**src/rtl/icache_fetch_req_ctrl_if.sv**
```systemverilog
// Handshake bundle between the fetch pipeline, the icache and the next fetch stage.
// The slave modport is the controller's view; the master modport drives the controller.
interface icache_fetch_req_ctrl_if #(
  parameter int DATA_W = 64,
  parameter int CNT_W  = 2
) ();
  logic              req_valid_i;
  logic              req_ready_o;
  logic              icache_req_o;
  logic              icache_addr_ok_i;
  logic              icache_data_ok_i;
  logic [DATA_W-1:0] icache_rdata_i;
  logic              flush_i;
  logic              resp_valid_o;
  logic [DATA_W-1:0] resp_data_o;
  logic              resp_ready_i;
  logic [CNT_W-1:0]  inflight_o;
  logic [CNT_W-1:0]  discard_o;
  logic              error_o;

  modport slave (
    input  req_valid_i, icache_addr_ok_i, icache_data_ok_i, icache_rdata_i,
           flush_i, resp_ready_i,
    output req_ready_o, icache_req_o, resp_valid_o, resp_data_o,
           inflight_o, discard_o, error_o
  );

  modport master (
    output req_valid_i, icache_addr_ok_i, icache_data_ok_i, icache_rdata_i,
           flush_i, resp_ready_i,
    input  req_ready_o, icache_req_o, resp_valid_o, resp_data_o,
           inflight_o, discard_o, error_o
  );
endinterface

```
**src/rtl/icache_fetch_req_ctrl.sv**
```systemverilog
// Icache fetch request sequencer: admits requests only when a response slot is reserved,
// drops stale beats after a flush and returns live words in order through a small FIFO.
module icache_fetch_req_ctrl #(
  parameter int MAX_INFLIGHT = 2,
  parameter int DATA_W       = 64,
  parameter int CNT_W        = 2
) (
  input logic                    clk,
  input logic                    rst,
  icache_fetch_req_ctrl_if.slave bus
);
  localparam int PTR_W = (MAX_INFLIGHT > 1) ? $clog2(MAX_INFLIGHT) : 1;

  logic [CNT_W-1:0]  inflight_q, discard_q, count_q;
  logic [PTR_W-1:0]  wr_ptr_q, rd_ptr_q;
  logic [DATA_W-1:0] mem_q [MAX_INFLIGHT];
  logic              error_q;

  logic [CNT_W:0]    occupancy;
  logic              icache_req, issue, data_ok, retire;
  logic              fifo_full, resp_valid, pop, push_req, push, drop;

  function automatic logic [PTR_W-1:0] ptr_inc(input logic [PTR_W-1:0] ptr);
    return (ptr == PTR_W'(MAX_INFLIGHT - 1)) ? '0 : ptr + 1'b1;
  endfunction

  // Live in-flight requests plus buffered words must never exceed the FIFO depth,
  // so every returning word already owns a slot when it is issued.
  assign occupancy  = {1'b0, inflight_q} + {1'b0, count_q};
  assign icache_req = bus.req_valid_i & ~bus.flush_i &
                      (occupancy < (CNT_W + 1)'(MAX_INFLIGHT));
  assign issue      = icache_req & bus.icache_addr_ok_i;
  assign data_ok    = bus.icache_data_ok_i;
  assign retire     = data_ok & (inflight_q != '0);

  assign fifo_full  = (count_q == CNT_W'(MAX_INFLIGHT));
  assign resp_valid = (count_q != '0);
  assign pop        = resp_valid & bus.resp_ready_i & ~bus.flush_i;
  assign push_req   = data_ok & ~bus.flush_i & (discard_q == '0);
  assign push       = push_req & (~fifo_full | pop);
  assign drop       = data_ok & ~bus.flush_i & (discard_q != '0);

  always_ff @(posedge clk) begin
    if (rst) begin
      // NOTE: sequential state uses non-blocking assignments so every register
      // samples the pre-edge value of its neighbours, independent of statement order.
      inflight_q <= '0;
      discard_q  <= '0;
      count_q    <= '0;
      wr_ptr_q   <= '0;
      rd_ptr_q   <= '0;
      error_q    <= 1'b0;
    end else begin
      inflight_q <= inflight_q + CNT_W'(issue) - CNT_W'(retire);

      if (bus.flush_i)  discard_q <= inflight_q - CNT_W'(retire);
      else if (drop)    discard_q <= discard_q - 1'b1;

      if (bus.flush_i) begin
        count_q  <= '0;
        wr_ptr_q <= '0;
        rd_ptr_q <= '0;
      end else begin
        if (push) wr_ptr_q <= ptr_inc(wr_ptr_q);
        if (pop)  rd_ptr_q <= ptr_inc(rd_ptr_q);
        count_q <= count_q + CNT_W'(push) - CNT_W'(pop);
      end

      error_q <= error_q | (data_ok & (inflight_q == '0)) |
                 (push_req & fifo_full) | (discard_q > inflight_q);
    end
  end

  // NOTE: the storage array carries no reset; its contents are only observable
  // through resp_data_o, which is masked to zero while the FIFO is empty.
  always_ff @(posedge clk) begin
    if (push) mem_q[wr_ptr_q] <= bus.icache_rdata_i;
  end

  assign bus.icache_req_o = icache_req;
  assign bus.req_ready_o  = issue;
  assign bus.resp_valid_o = resp_valid;
  assign bus.resp_data_o  = resp_valid ? mem_q[rd_ptr_q] : '0;
  assign bus.inflight_o   = inflight_q;
  assign bus.discard_o    = discard_q;
  assign bus.error_o      = error_q;
endmodule

```
**src/flat_wrapper.sv**
```systemverilog
// flat-port wrapper written by rule: the top's interface ports become plain ports
module icache_fetch_req_ctrl_flat 
#(
  parameter int MAX_INFLIGHT = 2,
  parameter int DATA_W       = 64,
  parameter int CNT_W        = 2
)
  (clk, rst, bus_req_valid_i, bus_icache_addr_ok_i, bus_icache_data_ok_i, bus_icache_rdata_i, bus_flush_i, bus_resp_ready_i, bus_req_ready_o, bus_icache_req_o, bus_resp_valid_o, bus_resp_data_o, bus_inflight_o, bus_discard_o, bus_error_o);
  icache_fetch_req_ctrl_if #(.DATA_W(DATA_W), .CNT_W(CNT_W)) bus_i ();
  input logic clk;
  input logic rst;
  input wire logic [$bits(bus_i.req_valid_i)-1:0] bus_req_valid_i;
  input wire logic [$bits(bus_i.icache_addr_ok_i)-1:0] bus_icache_addr_ok_i;
  input wire logic [$bits(bus_i.icache_data_ok_i)-1:0] bus_icache_data_ok_i;
  input wire logic [$bits(bus_i.icache_rdata_i)-1:0] bus_icache_rdata_i;
  input wire logic [$bits(bus_i.flush_i)-1:0] bus_flush_i;
  input wire logic [$bits(bus_i.resp_ready_i)-1:0] bus_resp_ready_i;
  output wire logic [$bits(bus_i.req_ready_o)-1:0] bus_req_ready_o;
  output wire logic [$bits(bus_i.icache_req_o)-1:0] bus_icache_req_o;
  output wire logic [$bits(bus_i.resp_valid_o)-1:0] bus_resp_valid_o;
  output wire logic [$bits(bus_i.resp_data_o)-1:0] bus_resp_data_o;
  output wire logic [$bits(bus_i.inflight_o)-1:0] bus_inflight_o;
  output wire logic [$bits(bus_i.discard_o)-1:0] bus_discard_o;
  output wire logic [$bits(bus_i.error_o)-1:0] bus_error_o;
  assign bus_i.req_valid_i = bus_req_valid_i;
  assign bus_i.icache_addr_ok_i = bus_icache_addr_ok_i;
  assign bus_i.icache_data_ok_i = bus_icache_data_ok_i;
  assign bus_i.icache_rdata_i = bus_icache_rdata_i;
  assign bus_i.flush_i = bus_flush_i;
  assign bus_i.resp_ready_i = bus_resp_ready_i;
  assign bus_req_ready_o = bus_i.req_ready_o;
  assign bus_icache_req_o = bus_i.icache_req_o;
  assign bus_resp_valid_o = bus_i.resp_valid_o;
  assign bus_resp_data_o = bus_i.resp_data_o;
  assign bus_inflight_o = bus_i.inflight_o;
  assign bus_discard_o = bus_i.discard_o;
  assign bus_error_o = bus_i.error_o;
  icache_fetch_req_ctrl #(.MAX_INFLIGHT(MAX_INFLIGHT), .DATA_W(DATA_W), .CNT_W(CNT_W)) u_core (.clk(clk), .rst(rst), .bus(bus_i));
endmodule
```
**config.mk**
```make
export PLATFORM = sky130hd
export DESIGN_NAME = icache_fetch_req_ctrl_flat
export DESIGN_NICKNAME = d
export VERILOG_FILES = /design/src/rtl/icache_fetch_req_ctrl_if.sv /design/src/rtl/icache_fetch_req_ctrl.sv /design/src/flat_wrapper.sv
export SDC_FILE = /design/constraint.sdc
export NUM_CORES = 1
export LEC_CHECK = 0
export ABC_AREA = 0
export CELL_PAD_IN_SITES_DETAIL_PLACEMENT = 0
export CELL_PAD_IN_SITES_GLOBAL_PLACEMENT = 1
export CORE_MARGIN = 2
export CORE_UTILIZATION = 43
export CTS_CLUSTER_SIZE = 30
export DETAILED_ROUTE_END_ITERATION = 16
export MAX_ROUTING_LAYER = met4
export PLACE_DENSITY_LB_ADDON = 0.12
export SETUP_SLACK_MARGIN = 0.4
export SYNTH_ARGS = -nofsm -noshare
export SYNTH_HDL_FRONTEND = slang
export SYNTH_SLANG_ARGS = --single-unit
```
**constraint.sdc**
```tcl
create_clock -name clk -period 3.31 [get_ports clk]
set_input_delay 0.8275 -clock clk [delete_from_list [all_inputs] [get_ports clk]]
set_output_delay 0.8275 -clock clk [all_outputs]
set_load 0.01 [all_outputs]
```
==> key figures, run 1 <==
Finish
  – Post-Layout Cell Count: ~690
  – Final Net Count: 583
  – Post-layout util: 62.4%
  – Layout cell share with drive strength beyond 1: approximately an eighth
  – Post-route cell area: 0.00777 mm2
  – Layout fillers: 974
  – Seq. cell area: approximately 0.0041 mm2
  – N_diodes: 0
  – Area grow syn2layout: 42.8%
  – Multi-input logic area: 0.00128 mm2

Worst setup path
  – Critical path class: reg -> out
  – Flop2flop setup slack: 0.86 ns
  – Slowest cell on crit path: fa_1
  – CP required: ~2.5 ns
  – Crit path launch type: flip-flop
  – Reg-to-reg startpoint: u_core.bus.inflight_o[0]$_SDFF_PP0_
  – Crit-path max cell delay: a little under 0.5 ns
  – Crit path DAT: 1.95 ns
  – CP Capture Type: output pin
  – Max FO, Critical Path: 5
  – Crit-path cells: inv_2 > nor2_2 > fa_1 > nor4b_2 > nand2_1 > inv_1 > clkbuf_2
  – Worst Setup EP: bus_req_ready_o
  – R2R cell count: 12
  – Setup crit start: u_core.bus.inflight_o[0]$_SDFF_PP0_
  – Critical R2R Capture: u_core.bus.inflight_o[1]$_SDFF_PP0_

Routing
  – Routed WL per cell: between 15 and 20 um
  – Post-DR vias/cell: between 4 and 5
  – Routed vias: between 3k and 4k
  – Iter 0 DRT Violations: about 180
  – Detailed Route WL: around 10000 um
  – DRT antenna net count: 0
  – DRC viols: 0
  – DRT Pass-1 Iters: 4

Pwr
  – Worst VDD drop: about 0.00027 V
  – P per Cell Area: roughly 580 mW/mm2
  – Pleak: between 2 and 3 nW

Clock network
  – Worst-Skew Late Latency: 0.41 ns
  – TritonCTS clock tree: yes
  – Clock sinks: between 100 and 150
  – Max Root-Sink Buffers: 2
  – Total CTS buffers: 17
  – Clock root cell: clkbuf_16
  – CTS clk-pin slew, worst paths: ~0.060 ns
  – H-tree depth: 4
  – Hold_buf cts: 0

Placed design
  – Placer Congestion: between 0.7 and 0.8
  – Dpl hpwl: between 6000 and 7000 um
  – Post-DP Area: 0.00712 mm2
  – Cells after DPL: between 600 and 700
  – Port bufs: approximately 140

Synthesis
  – Synthesized instance count: ~340
  – Post-synth top area share: 70.6%
  – Most frequent cell after synthesis: edfxtp_1
  – Mapped Area: approximately 0.0054 mm2
  – Main flop type after synthesis: edfxtp_1
  – FFs w/ async S/R, synth: 0%
  – Register area share after synthesis: approximately three quarters
  – Most frequent cells after synthesis: edfxtp_1, nor2_1, mux2i_1, inv_1, dfxtp_1
  – Syn avg cell area: 15.9 um2
  – Ranking of synthesized cells by area: edfxtp_1, mux2i_1, nor2_1
  – Post-synth EDFFs: 128
  – Total of warnings raised by yosys: 0
  – Post-synth top area cell: edfxtp_1
  – Count of cell types in the netlist: 28
  – Syn_nets: ~420
  – Synth Register Bits: between 100 and 150

STA
  – Tcrit/Tclk final: a little over four fifths
  – Final Max Tran Viols: 0
  – Worst slew pin tran: ~0.36 ns
  – RSZ-0062 raised after global routing: true
  – Final setup viols: 0
  – Final min period: between 2 and 3 ns
  – Fmax achieved: roughly 0.36 GHz
  – Slew HR: about three quarters
  – Worst Skew: ~0.009 ns
  – Final Hold Viols: 0
  – Fin Setup TNS: 0 ns

Floorplanning
  – Initial Utilization: between 40% and 50%
  – Core Area: roughly 0.012 mm2
  – Die Wd: around 120 um
  – Die footprint: 0.0136 mm2
  – Ports: ~140
  – Chip height: approximately 120 um
  – Standard-cell rows: between 40 and 50

Global routing
  – Grt ovf: 0
  – Initial antenna violation count: 0
  – Largest net degree at the start of global routing: 50
  – Vias in the first global route: about 3.2k
  – GRT Total Usage: roughly 16%
  – Global-route wire length before repair: roughly 16000 um

Flow run
  – Max_cap viols: 0

Status
  – Status: completed

Worst hold path
  – Worst min path class: reg -> reg
report_power, final:
group	total, mW	switching, mW	internal [mW]	leakage, nW
sequential	2.07	0.0434	2.03	1.25
combinational	0.560	0.257	0.303	1.04
clock	1.89	0.703	1.19	0.277
area by class of cell:
class / instances / share of cell area, %
well taps: 172 / 2.77
flip-flops and latches: 138 / 52.2
repair buffers: 157 / 20.2
inverters: 12 / 0.579
clock inverters: 14 / 2.20
multi-input cells: 177 / 16.5
clock buffers: 18 / 5.52
stage by stage:
step	setup WS [ns]	hold slack [ns]	total power, mW
5_1_grt	0.391	0.563	4.71
6_report	0.528	0.521	4.52
3_3_place_gp	0.0847	0.488	2.65
4_1_cts	0.358	0.524	4.56
3_5_place_dp	0.0641	0.495	2.66
2_1_floorplan	0.584	0.472	2.37
cells by family after synthesis:
kind of cell	after synthesis	synth area share [%]
AND/OR/NAND/NOR	86	6.53
multiplexers	65	12.0
AO/OA/AOI/OAI	10	1.38
adder cells (fa/ha/maj)	9	2.21
buffers and inverters	27	2.46
flip-flops	138	74.3
XOR/XNOR	7	1.13
layout by cell type, fill, tap and decap left out, types with 2 or more instances in the layout:
cell	count
clkbuf_16	17
o21a_1	2
xnor2_1	5
dfxtp_4	3
nand2_1	2
inv_6	2
a211oi_1	2
and2_2	2
buf_4	11
xor2_1	2
dfxtp_1	6
inv_1	10
nor2_1	72
ha_1	8
bufinv_16	3
a31oi_1	2
clkinv_4	2
o21ai_0	2
edfxtp_1	128
nor2b_1	2
mux2i_1	64
clkdlybuf4s50_1	140
clkinvlp_4	5
buf_12	3
inv_2	2
how the worst min path moves through the flow:
| stage | from | to | slack [ns] | cells past startpoint |
|---|---|---|---|---|
| 3_5_place_dp | u_core.rd_ptr_q$_SDFFE_PP0P_ | flip-flop | 0.49 | 2 |
| 6_report | u_core.rd_ptr_q$_SDFFE_PP0P_ | u_core.rd_ptr_q$_SDFFE_PP0P_ | 0.52 | 2 |
| 3_3_place_gp | u_core.rd_ptr_q$_SDFFE_PP0P_ | u_core.rd_ptr_q$_SDFFE_PP0P_ | 0.49 | 2 |
| 2_1_floorplan | u_core.rd_ptr_q$_SDFFE_PP0P_ | flip-flop | 0.47 | 2 |
| 4_1_cts | u_core.rd_ptr_q$_SDFFE_PP0P_ | u_core.rd_ptr_q$_SDFFE_PP0P_ | 0.52 | 2 |
| 5_1_grt | u_core.bus.error_o$_SDFF_PP0_ | u_core.bus.error_o$_SDFF_PP0_ | 0.56 | 2 |
metal layers:
| layer | global-route usage [%] | routed length [um] |
|---|---|---|
| met1 | 19.1 | 4380 |
| met2 | 26.2 | 5180 |
| met3 | 4.77 | 670 |
| met4 | 7.61 | 172 |
| met5 | - | 0 |
flip-flops by register name, indices dropped and copies added, names as in the netlist, named ones only:
name and count:
u_core.bus.discard_o 2, u_core.bus.error_o 1, u_core.bus.inflight_o 2, u_core.count_q 2, u_core.mem_q 128, u_core.rd_ptr_q 1, u_core.wr_ptr_q 1
critical path, delay by kind of cell (launching register included):
kind	cells	cell delay (ns)
adder cells (fa/ha/maj)	1	0.49
buffers and inverters	3	0.25
flip-flops	1	0.36
AND/OR/NAND/NOR	3	0.44
timing repair:
action	4_1_cts	5_1_grt
gates resized for setup	6	8
pin swaps	1	3
endpoints found under the setup margin	41	11
buffers inserted	1	4
Power figures use the tool's default switching activity.
==> run 2: changes to the inputs <==
--- a/config.mk
+++ b/config.mk
@@ -9,7 +9,7 @@
 export CELL_PAD_IN_SITES_DETAIL_PLACEMENT = 0
 export CELL_PAD_IN_SITES_GLOBAL_PLACEMENT = 1
 export CORE_MARGIN = 2
-export CORE_UTILIZATION = 43
+export CORE_UTILIZATION = 36
 export CTS_CLUSTER_SIZE = 30
 export DETAILED_ROUTE_END_ITERATION = 16
 export MAX_ROUTING_LAYER = met4
==> constraint.sdc (replaced) <==
create_clock -name clk -period 2.4 [get_ports clk]
set_input_delay 0.6 -clock clk [delete_from_list [all_inputs] [get_ports clk]]
set_output_delay 0.6 -clock clk [all_outputs]
set_load 0.01 [all_outputs]
==> run 2 against run 1 <==
  * The flow now finishes with violations (negative setup slack)
  * Via count grew 13%
  * Die area grew 19%
  * Clock skew shrank 0.0028 ns
  * Hold slack lost 0.016 ns
  * Register-to-register slack lost 0.84 ns
  * Clock power grew 27%
  * Routed wire length grew 32%
  * Sequential cell count is the same
  * Sequential share of layout area shrank 11 points
  * Total power grew 46%
  * Critical path depth grew 3
  * Largest cell class unchanged
==> key figures, run 2 (synthesis results as in run 1) <==
Status
  – Status: finished, violations left
  – Failing checks: negative setup slack

Clock network
  – TritonCTS clock tree: yes
  – Clock sinks: between 100 and 150
  – Total CTS buffers: 17
  – H-tree depth: 4
  – CTS clk-pin slew, worst paths: roughly 0.060 ns
  – Max Root-Sink Buffers: 2
  – Clock root cell: clkbuf_16
  – Worst-Skew Late Latency: 0.41 ns
  – Hold_buf cts: 0

Worst setup path
  – Critical path class: reg -> out
  – CP Capture Type: output pin
  – Crit path launch type: flip-flop
  – CP required: 1.80 ns
  – Max FO, Critical Path: 6
  – Crit path DAT: 1.84 ns

Worst hold path
  – Worst min path class: reg -> reg

Placed design
  – Post-DP Area: approximately 0.0074 mm2
  – Port bufs: ~140
  – DP Worst Slack: -0.291 ns
  – Placer Congestion: about 0.72
  – Dpl hpwl: roughly 7600 um

Finish
  – Most used cells in the layout excluding fill and tap cells: edfxtp_1, buf_6, clkdlybuf4s50_1
  – Max reg flops: around 130
  – Most flop-heavy register: u_core.mem_q
  – Post-layout util: around 67%
  – Final Net Count: 675
  – Post-route cell area: between 0.009 and 0.01 mm2
  – Area grow syn2layout: 81.5%
  – N_diodes: 0
  – Layout cell share with drive strength beyond 1: about 50%
  – Most common cell after layout, fill and taps aside: edfxtp_1

Pwr
  – Share of power burned in registers: 43.3%
  – Int Pwr: between 5 and 6 mW
  – Worst VDD drop: 0.000477 V
  – Sw Share: roughly a quarter
  – Gate power share: between 20% and 30%
  – P per Cell Area: ~670 mW/mm2
  – Clk network pwr share: between 30% and 40%
  – Total power: about 6.6 mW
  – Net Switching: between 1.5 and 2 mW
  – Pleak: approximately 3.6 nW

STA
  – Slew HR: 77.8%
  – Tcrit/Tclk final: 102%
  – Final Hold Viols: 0
  – Worst slew pin tran: 0.324 ns
  – Final setup viols: 26
  – Final min period: around 2.4 ns
  – Final setup margin: -0.0411 ns
  – Worst Skew: slightly above 0.006 ns
  – Final Max Tran Viols: 0
  – RSZ-0062 raised after global routing: true
  – Min Hold Slack: 0.506 ns
  – Fmax achieved: 0.410 GHz

Floorplanning
  – Core Area: between 0.01 and 0.015 mm2
  – Die footprint: 0.0161 mm2
  – Ports: 143
  – Initial Utilization: a little under two fifths
  – Standard-cell rows: 44
  – Chip height: 127 um
  – Die Wd: around 130 um

Routing
  – Detailed Route WL: 13800 um
  – Routed WL per cell: 17.4 um
  – DRT Pass-1 Iters: 4
  – DRT antenna net count: 0
  – DRC viols: 0
  – Routed vias: ~3.7k
  – Post-DR vias/cell: 4.61
  – Iter 0 DRT Violations: 150

Global routing
  – Initial antenna violation count: 0
  – Vias in the first global route: 3859
  – GRT Total Usage: between 10% and 20%
  – Grt ovf: 0
  – Largest net degree at the start of global routing: 20
  – Global-route wire length before repair: approximately 20000 um

Flow run
  – Max_cap viols: 0
## run 2: metrics by stage
stage	setup TNS [ns]	cells
after CTS	-0.0959	777
after detailed placement	-5.80	675
after global placement	-3.63	675
final	-0.501	792
after floorplan	0	342
after global routing	-2.84	792
## run 2: power groups by stage
| stage | Clock, mW | Sequential [mW] | Combinational, mW |
|---|---|---|---|
| floorplan | 0 | 2.91 | 0.390 |
| detailed placement | 0 | 2.89 | 0.895 |
| CTS | 2.45 | 2.85 | 1.17 |
| global placement | 0 | 2.89 | 0.884 |
| global route | 2.56 | 2.87 | 1.44 |
| finish | 2.40 | 2.86 | 1.34 |
## run 2: layout make-up
class,instances,area [um2]
Multi-Input combinational cell,177,1990
Tap cell,184,230
Fill cell,1059,4760
Clock buffer,20,437
Timing Repair Buffer,249,3020
Clock inverter,12,106
Sequential cell,138,4050
Inverter,12,55.1
## run 2: critical path, cell delays in order, from the launching register on
cell and delay, ns:
dfxtp_2 0.33, buf_6 0.11, buf_6 0.11, nor2_4 0.15
buf_12 0.13, buf_8 0.10, buf_12 0.10, buf_16 0.13
buf_12 0.12, nor2_4 0.03, buf_6 0.12
## run 2: final timing paths
| kind | startpoint | endpoint | slack (ns) | cells after the start |
|---|---|---|---|---|
| max | u_core.count_q[1]$_SDFF_PP0_ | bus_resp_data_o[20] | -0.04 | 10 |
| min | u_core.rd_ptr_q$_SDFFE_PP0P_ | flip-flop | 0.51 | 2 |
| max reg2reg | u_core.bus.inflight_o[0]$_SDFF_PP0_ | u_core.bus.inflight_o[1]$_SDFF_PP0_ | 0.02 | 13 |
| min reg2reg | u_core.rd_ptr_q$_SDFFE_PP0P_ | flip-flop | 0.51 | 2 |
## run 2: what timing repair did
action / 4_1_cts / 5_1_grt
endpoints found under the setup margin: 174 / 75
resized for setup: 437 / 142
pin swaps: 18 / 56
gates cloned: 10 / 0
buffers inserted: 60 / 15
## run 2: routing by layer
metal	global-route usage [%]	share of wire, %
met5	-	0
met2	29.1	52
met3	4.40	4.3
met1	20.4	42
met4	6.14	1.3
==> run 3: changes to the inputs <==
--- a/config.mk
+++ b/config.mk
@@ -10,7 +10,7 @@
 export CELL_PAD_IN_SITES_GLOBAL_PLACEMENT = 1
 export CORE_MARGIN = 2
 export CORE_UTILIZATION = 36
-export CTS_CLUSTER_SIZE = 30
+export CTS_CLUSTER_SIZE = 14
 export DETAILED_ROUTE_END_ITERATION = 16
 export MAX_ROUTING_LAYER = met4
 export PLACE_DENSITY_LB_ADDON = 0.12
==> results of run 3 <==
The final DEF is identical to that of run 2; final timing and power are the same.
